### src/rtl/tetris_input_rng_pkg.sv
// tetris_input_rng_pkg: shared defaults, LFSR taps and piece/rotation decode for the input/RNG block.
package tetris_input_rng_pkg;
  localparam int unsigned DEBOUNCE_CYCLES_DEF = 4;
  localparam logic [7:0] LFSR_SEED_DEF = 8'h01;
  // Feedback bits 7,5,4,3 realise x^8+x^6+x^5+x^4+1 for a left-shifting Fibonacci LFSR.
  localparam logic [7:0] LFSR_TAPS = 8'hB8;
  localparam int unsigned PIECE_W = 3;
  localparam int unsigned ROT_W = 2;
  function automatic logic [PIECE_W-1:0] piece_of(input logic [7:0] r);
    return (r[2:0] == 3'b111) ? 3'd1 : r[2:0];
  endfunction
endpackage

### src/rtl/tetris_input_rng_if.sv
// tetris_input_rng_if: raw buttons in, press pulses and random outputs back.
interface tetris_input_rng_if;
  import tetris_input_rng_pkg::*;
  logic down_btn, right_btn, left_btn, rotate_btn;
  logic down_signal, right_signal, left_signal, rotate_signal;
  logic [7:0] random;
  logic [PIECE_W-1:0] random_piece;
  logic [ROT_W-1:0] random_rotate;
  modport master (
    output down_btn, right_btn, left_btn, rotate_btn,
    input down_signal, right_signal, left_signal, rotate_signal, random, random_piece, random_rotate
  );
  modport slave (
    input down_btn, right_btn, left_btn, rotate_btn,
    output down_signal, right_signal, left_signal, rotate_signal, random, random_piece, random_rotate
  );
endinterface

### src/rtl/tetris_input_rng_debounce.sv
// btn_debounce_pulse: one button channel -- synchronize, debounce, emit a one-cycle press pulse.
module btn_debounce_pulse
  import tetris_input_rng_pkg::*;
#(
  parameter int unsigned DEBOUNCE_CYCLES = DEBOUNCE_CYCLES_DEF
) (
  input  logic clk,
  input  logic reset,
  input  logic btn,
  output logic pulse
);
  logic sync1_q, sync2_q, stable_q, stable_d, pulse_q, pulse_d, flip, done;
  logic [7:0] cnt_q, cnt_d;
  always_comb begin
    flip = sync2_q != stable_q;
    done = cnt_q == 8'(DEBOUNCE_CYCLES - 1);
    cnt_d = (!flip || done) ? 8'd0 : cnt_q + 8'd1;
    stable_d = (flip && done) ? sync2_q : stable_q;
    pulse_d = flip && done && sync2_q;
  end
  always_ff @(posedge clk) begin
    if (reset) begin
      sync1_q <= 1'b0;
      sync2_q <= 1'b0;
      stable_q <= 1'b0;
      cnt_q <= 8'd0;
      pulse_q <= 1'b0;
    end else begin
      sync1_q <= btn;
      sync2_q <= sync1_q;
      stable_q <= stable_d;
      cnt_q <= cnt_d;
      pulse_q <= pulse_d;
    end
  end
  assign pulse = pulse_q;
endmodule

### src/rtl/tetris_input_rng.sv
// tetris_input_rng: four debounced button pulse channels plus an 8-bit LFSR piece/rotation source.
module tetris_input_rng
  import tetris_input_rng_pkg::*;
#(
  parameter int unsigned DEBOUNCE_CYCLES = DEBOUNCE_CYCLES_DEF,
  parameter logic [7:0] LFSR_SEED = LFSR_SEED_DEF
) (
  input logic clk,
  input logic reset,
  tetris_input_rng_if.slave io
);
  logic [7:0] random_q, random_d;
  btn_debounce_pulse #(.DEBOUNCE_CYCLES(DEBOUNCE_CYCLES)) u_down (.clk(clk), .reset(reset), .btn(io.down_btn), .pulse(io.down_signal));
  btn_debounce_pulse #(.DEBOUNCE_CYCLES(DEBOUNCE_CYCLES)) u_right (.clk(clk), .reset(reset), .btn(io.right_btn), .pulse(io.right_signal));
  btn_debounce_pulse #(.DEBOUNCE_CYCLES(DEBOUNCE_CYCLES)) u_left (.clk(clk), .reset(reset), .btn(io.left_btn), .pulse(io.left_signal));
  btn_debounce_pulse #(.DEBOUNCE_CYCLES(DEBOUNCE_CYCLES)) u_rotate (.clk(clk), .reset(reset), .btn(io.rotate_btn), .pulse(io.rotate_signal));
  // An all-zero state would lock the LFSR, so it reloads the seed instead.
  always_comb random_d = (random_q == 8'h00) ? LFSR_SEED : {random_q[6:0], ^(random_q & LFSR_TAPS)};
  always_ff @(posedge clk) begin
    if (reset) random_q <= LFSR_SEED;
    else random_q <= random_d;
  end
  assign io.random = random_q;
  assign io.random_piece = piece_of(random_q);
  assign io.random_rotate = random_q[7:6];
endmodule

### src/flat_wrapper.sv
// flat-port wrapper written by rule: the top's interface ports become plain ports
module tetris_input_rng_flat import tetris_input_rng_pkg::*;
#(
  parameter int unsigned DEBOUNCE_CYCLES = DEBOUNCE_CYCLES_DEF,
  parameter logic [7:0] LFSR_SEED = LFSR_SEED_DEF
)
  (clk, reset, io_down_btn, io_right_btn, io_left_btn, io_rotate_btn, io_down_signal, io_right_signal, io_left_signal, io_rotate_signal, io_random, io_random_piece, io_random_rotate);
  tetris_input_rng_if io_i ();
  input logic clk;
  input logic reset;
  input wire logic [$bits(io_i.down_btn)-1:0] io_down_btn;
  input wire logic [$bits(io_i.right_btn)-1:0] io_right_btn;
  input wire logic [$bits(io_i.left_btn)-1:0] io_left_btn;
  input wire logic [$bits(io_i.rotate_btn)-1:0] io_rotate_btn;
  output wire logic [$bits(io_i.down_signal)-1:0] io_down_signal;
  output wire logic [$bits(io_i.right_signal)-1:0] io_right_signal;
  output wire logic [$bits(io_i.left_signal)-1:0] io_left_signal;
  output wire logic [$bits(io_i.rotate_signal)-1:0] io_rotate_signal;
  output wire logic [$bits(io_i.random)-1:0] io_random;
  output wire logic [$bits(io_i.random_piece)-1:0] io_random_piece;
  output wire logic [$bits(io_i.random_rotate)-1:0] io_random_rotate;
  assign io_i.down_btn = io_down_btn;
  assign io_i.right_btn = io_right_btn;
  assign io_i.left_btn = io_left_btn;
  assign io_i.rotate_btn = io_rotate_btn;
  assign io_down_signal = io_i.down_signal;
  assign io_right_signal = io_i.right_signal;
  assign io_left_signal = io_i.left_signal;
  assign io_rotate_signal = io_i.rotate_signal;
  assign io_random = io_i.random;
  assign io_random_piece = io_i.random_piece;
  assign io_random_rotate = io_i.random_rotate;
  tetris_input_rng #(.DEBOUNCE_CYCLES(DEBOUNCE_CYCLES), .LFSR_SEED(LFSR_SEED)) u_core (.clk(clk), .reset(reset), .io(io_i));
endmodule
### config.mk
export PLATFORM = sky130hd
export DESIGN_NAME = tetris_input_rng_flat
export DESIGN_NICKNAME = d
export VERILOG_FILES = /design/src/rtl/tetris_input_rng_pkg.sv /design/src/rtl/tetris_input_rng_if.sv /design/src/rtl/tetris_input_rng_debounce.sv /design/src/rtl/tetris_input_rng.sv /design/src/flat_wrapper.sv
export SDC_FILE = /design/constraint.sdc
export NUM_CORES = 1
export LEC_CHECK = 0
export ABC_AREA = 1
export CORE_UTILIZATION = 40
export CTS_BUF_LIST = sky130_fd_sc_hd__clkbuf_8
export CTS_CLUSTER_SIZE = 25
export DETAILED_ROUTE_END_ITERATION = 10
export PLACE_DENSITY = 0.65
export RECOVER_POWER = 50
export SYNTH_ARGS = -nofsm -noshare
export SYNTH_HDL_FRONTEND = slang
export SYNTH_SLANG_ARGS = --single-unit
export TNS_END_PERCENT = 5
### constraint.sdc
create_clock -name clk -period 1.27 [get_ports clk]
set_input_delay 0.1905 -clock clk [delete_from_list [all_inputs] [get_ports clk]]
set_output_delay 0.1905 -clock clk [all_outputs]
set_load 0.01 [all_outputs]
==> impl_metrics.csv <==
group,metric,value,unit
die,fp-row-count,28,
global_routing,grt_antenna_before_repair,0,
timing,period_share,97.1,%
run_status,status,"complete, no violations",
min_path,min_path_cells,2,
logic_synthesis,yosysWarningCount,0,
global_routing,grt_usage,15.0,%
routing,wire_per_inst,9.44,um
setup_path,startpoint,"u_core.io.random[4]$_SDFF_PP0_",
run,maxCapViolations,0,
layout,fin_area,0.00308,sq mm
logic_synthesis,synth_compound_gate_area_share,3.72,%
global_routing,grt_pass1_wl,7810,um
timing,setup_violations,0,
timing,fin_skew,0.00800,ns
place,pre_cts_ws,-0.106,ns
setup_path,rr_endpoint,"u_core.io.random[0]$_SDFF_PP1_",
timing,final_hold_viol_count,0,
setup_path,end_kind,"register",
pwr,power.leakage,1.42,nW
min_path,holdPathEnd,"u_core.u_rotate.sync2_q$_SDFF_PP0_",
timing,period_needed,1.23,ns
clock_network,cts_buffers,5,
layout,nets,418,
setup_path,crit_type,"reg -> reg",
clock_network,clock-sinks,56,
clock_network,clockBufferDepth,2,
setup_path,cp_max_fo,2,
logic_synthesis,synth.avg_cell_area,6.94,sq um
die,die_h,81.9,um
clock_network,cts_max_level,2,
layout,multi_input_area,0.00116,sq mm
timing,maxSlewHeadroom,73.3,%
global_routing,grt-ovfl-total,0,
clock_network,root_buffer,"clkbuf_8",
setup_path,cp_top_family,"simple AND/OR/NAND/NOR gates",
die,fp.dieArea,0.00671,sq mm
timing,maxSlewViolCount,0,
setup_path,required,1.51,ns
logic_synthesis,syn_inst,368,
logic_synthesis,synth_seq_cells,56,
routing,drt-initial-drc-count,67,
place,io_buffers,22,
clock_network,clk_pin_slew_worst_paths,0.10,ns
timing,rsz0062_at_grt,"yes",
routing,via_per_inst,4.60,
logic_synthesis,netlist_area,0.00255,sq mm
place,dp_hpwl,3300,um
routing,drtPass1Iterations,4,
setup_path,crit_path_cell_trace,"inv_1 > ha_1 > xnor2_1 > or2_2 > nand3_1",
logic_synthesis,synth-xor-area-share,2.40,%
pwr,peakVddDrop,0.675,mV
setup_path,critPathLaunchType,"register",
setup_path,r2r_start,"u_core.io.random[4]$_SDFF_PP0_",
die,die_width,81.9,um
logic_synthesis,synth_cell_types,25,
layout,area_growth,20.5,%
logic_synthesis,ys_async_sr_fraction,0,%
layout,fillers,622,
die,core_area,0.00603,sq mm
setup_path,reg2reg_slack,0.04,ns
layout,final_common_cell,"nand2_1",
logic_synthesis,synthAdderAreaFrac,2.45,%
setup_path,critPathSlowestCell,"dfxtp_2",
setup_path,crit_buf_inv,1,
routing,drtAntennaViolNets,0,
logic_synthesis,syn_nets,379,
clock_network,cts_tree,"built",
timing,setup_tns,0,ns
die,num_io_pins,23,
logic_synthesis,synth-simple-area-share,35.5,%
layout,seq_area,0.00113,sq mm
layout,utilization,51.1,%
layout,layout_common_cells,"nand2_1, inv_1, nor2_1, dfxtp_1, nand3_1",
routing,dr_total_vias,2222,
die,initial_utilization,42.4,%
place,dpl_cell_area,0.00294,sq mm
layout,drive_gt1_share,15.0,%
setup_path,arrival,1.48,ns
setup_path,critPathMaxStageDelay,0.34,ns
min_path,min_from,"u_core.u_rotate.sync1_q$_SDFF_PP0_",
setup_path,reg2reg_depth,5,
routing,routed_wl,4560,um
clock_network,clkLatencyLatePin,0.30,ns
timing,tightestPinTransition,0.401,ns
global_routing,grt_pass1_vias,1957,
logic_synthesis,yosysSeqAreaShare,43.9,%
routing,drc_errors,0,
logic_synthesis,synth_ff_type,"dfxtp_1",
timing,layout_setup_ws,0.0374,ns
logic_synthesis,synth_top_family_by_area,"simple AND/OR/NAND/NOR gates",
timing,fmax,0.811,GHz
global_routing,grt_max_degree,21,
layout,diodes,0,
min_path,min_path_type,"reg -> reg",
pwr,powerDensity,1020,mW/mm^2
logic_synthesis,synth_mux_area_share,0,%
place,place_congestion,0.832,
logic_synthesis,synth-edff-count,0,
[worst reg2reg max path: stages (launching register included)]
cell and delay, ns:
dfxtp_2 0.34, inv_1 0.05, ha_1 0.30, xnor2_1 0.14, or2_2 0.27, nand3_1 0.08
[how the worst max path moves through the flow]
stage                                               to  depth (start not counted)  slack (ns)
finish                  u_core.io.random[0]$_SDFF_PP1_                          5        0.04
global route            u_core.io.random[0]$_SDFF_PP1_                          5       -0.03
CTS                                 io_random_piece[2]                          3       0.002
detailed placement  u_core.u_right.cnt_q[6]$_SDFF_PP0_                          6       -0.11
global placement    u_core.u_right.cnt_q[2]$_SDFF_PP0_                          6       -0.07
floorplan               u_core.io.random[0]$_SDFF_PP1_                          5        0.03
[routing by layer]
metal	vias up	GRT usage (%)	part of all wire, %
li1	1200	-	-
met1	986	18.3	49
met2	34	25.5	46
met3	2	3.78	4.4
met4	0	4.74	0.88
met5	-	0	0
[stage by stage]
stage	hold WS [ns]	std cells	power [mW]
after floorplan	0.297	368	1.95
after global placement	0.390	473	2.06
after detailed placement	0.395	473	2.06
after CTS	0.385	481	3.20
after global routing	0.417	483	3.30
final	0.397	483	3.15
[repair_timing]
item                                    CTS  global route
endpoints found under the setup margin   17            22
gates resized for setup                  26            17
setup buffers                             0             2
hold buffers                              0             0
pin swaps                                 0             1
[sequential cells by signal (all words and copies together) (netlist names)]
register	count
u_core.u_rotate.sync1_q	1
u_core.u_rotate.pulse	1
u_core.u_rotate.stable_q	1
u_core.u_rotate.cnt_q	8
u_core.u_rotate.sync2_q	1
u_core.u_down.stable_q	1
u_core.u_left.stable_q	1
u_core.u_down.sync2_q	1
u_core.u_left.cnt_q	8
u_core.u_right.cnt_q	8
u_core.u_right.sync1_q	1
u_core.u_right.pulse	1
u_core.u_left.sync1_q	1
u_core.u_down.pulse	1
u_core.u_left.sync2_q	1
u_core.u_right.sync2_q	1
u_core.u_down.sync1_q	1
u_core.u_down.cnt_q	8
u_core.u_right.stable_q	1
u_core.u_left.pulse	1
u_core.io.random	8
[area by class of cell]
cell class              instances  area share [%]
well taps                      75            3.05
multi-input cells             234            37.7
flip-flops and latches         56            36.8
repair buffers                 38            10.0
clock buffers                   5            2.24
inverters                      72            8.78
clock inverters                 3            1.38
[synth_stat cells, types with 4 or more instances]
cell type	count	area share, %
nand2_1	76	11
inv_1	68	10
nor2_1	57	8.4
dfxtp_1	56	44
nand3_1	33	6.5
a21oi_1	14	2.7
nor3_1	10	2.0
nand4_1	6	1.5
xor2_1	6	2.1
ha_1	5	2.4
o21ai_0	5	0.98
inv_2	4	0.59
nor2_2	4	0.98
or2_2	4	0.98
[report_power, final]
| part | switching [mW] | internal, mW |
|---|---|---|
| clock | 0.562 | 0.584 |
| sequential | 0.0229 | 1.79 |
| combinational | 0.103 | 0.0911 |
| total | 0.688 | 2.46 |
[cell families after synthesis]
| group | Yosys count |
|---|---|
| AO/OA/AOI/OAI | 19 |
| XOR/XNOR | 7 |
| adder cells (fa/ha/maj) | 5 |
| buffers and inverters | 78 |
| flip-flops | 56 |
| AND/OR/NAND/NOR | 203 |
Power figures use the tool's default switching activity.
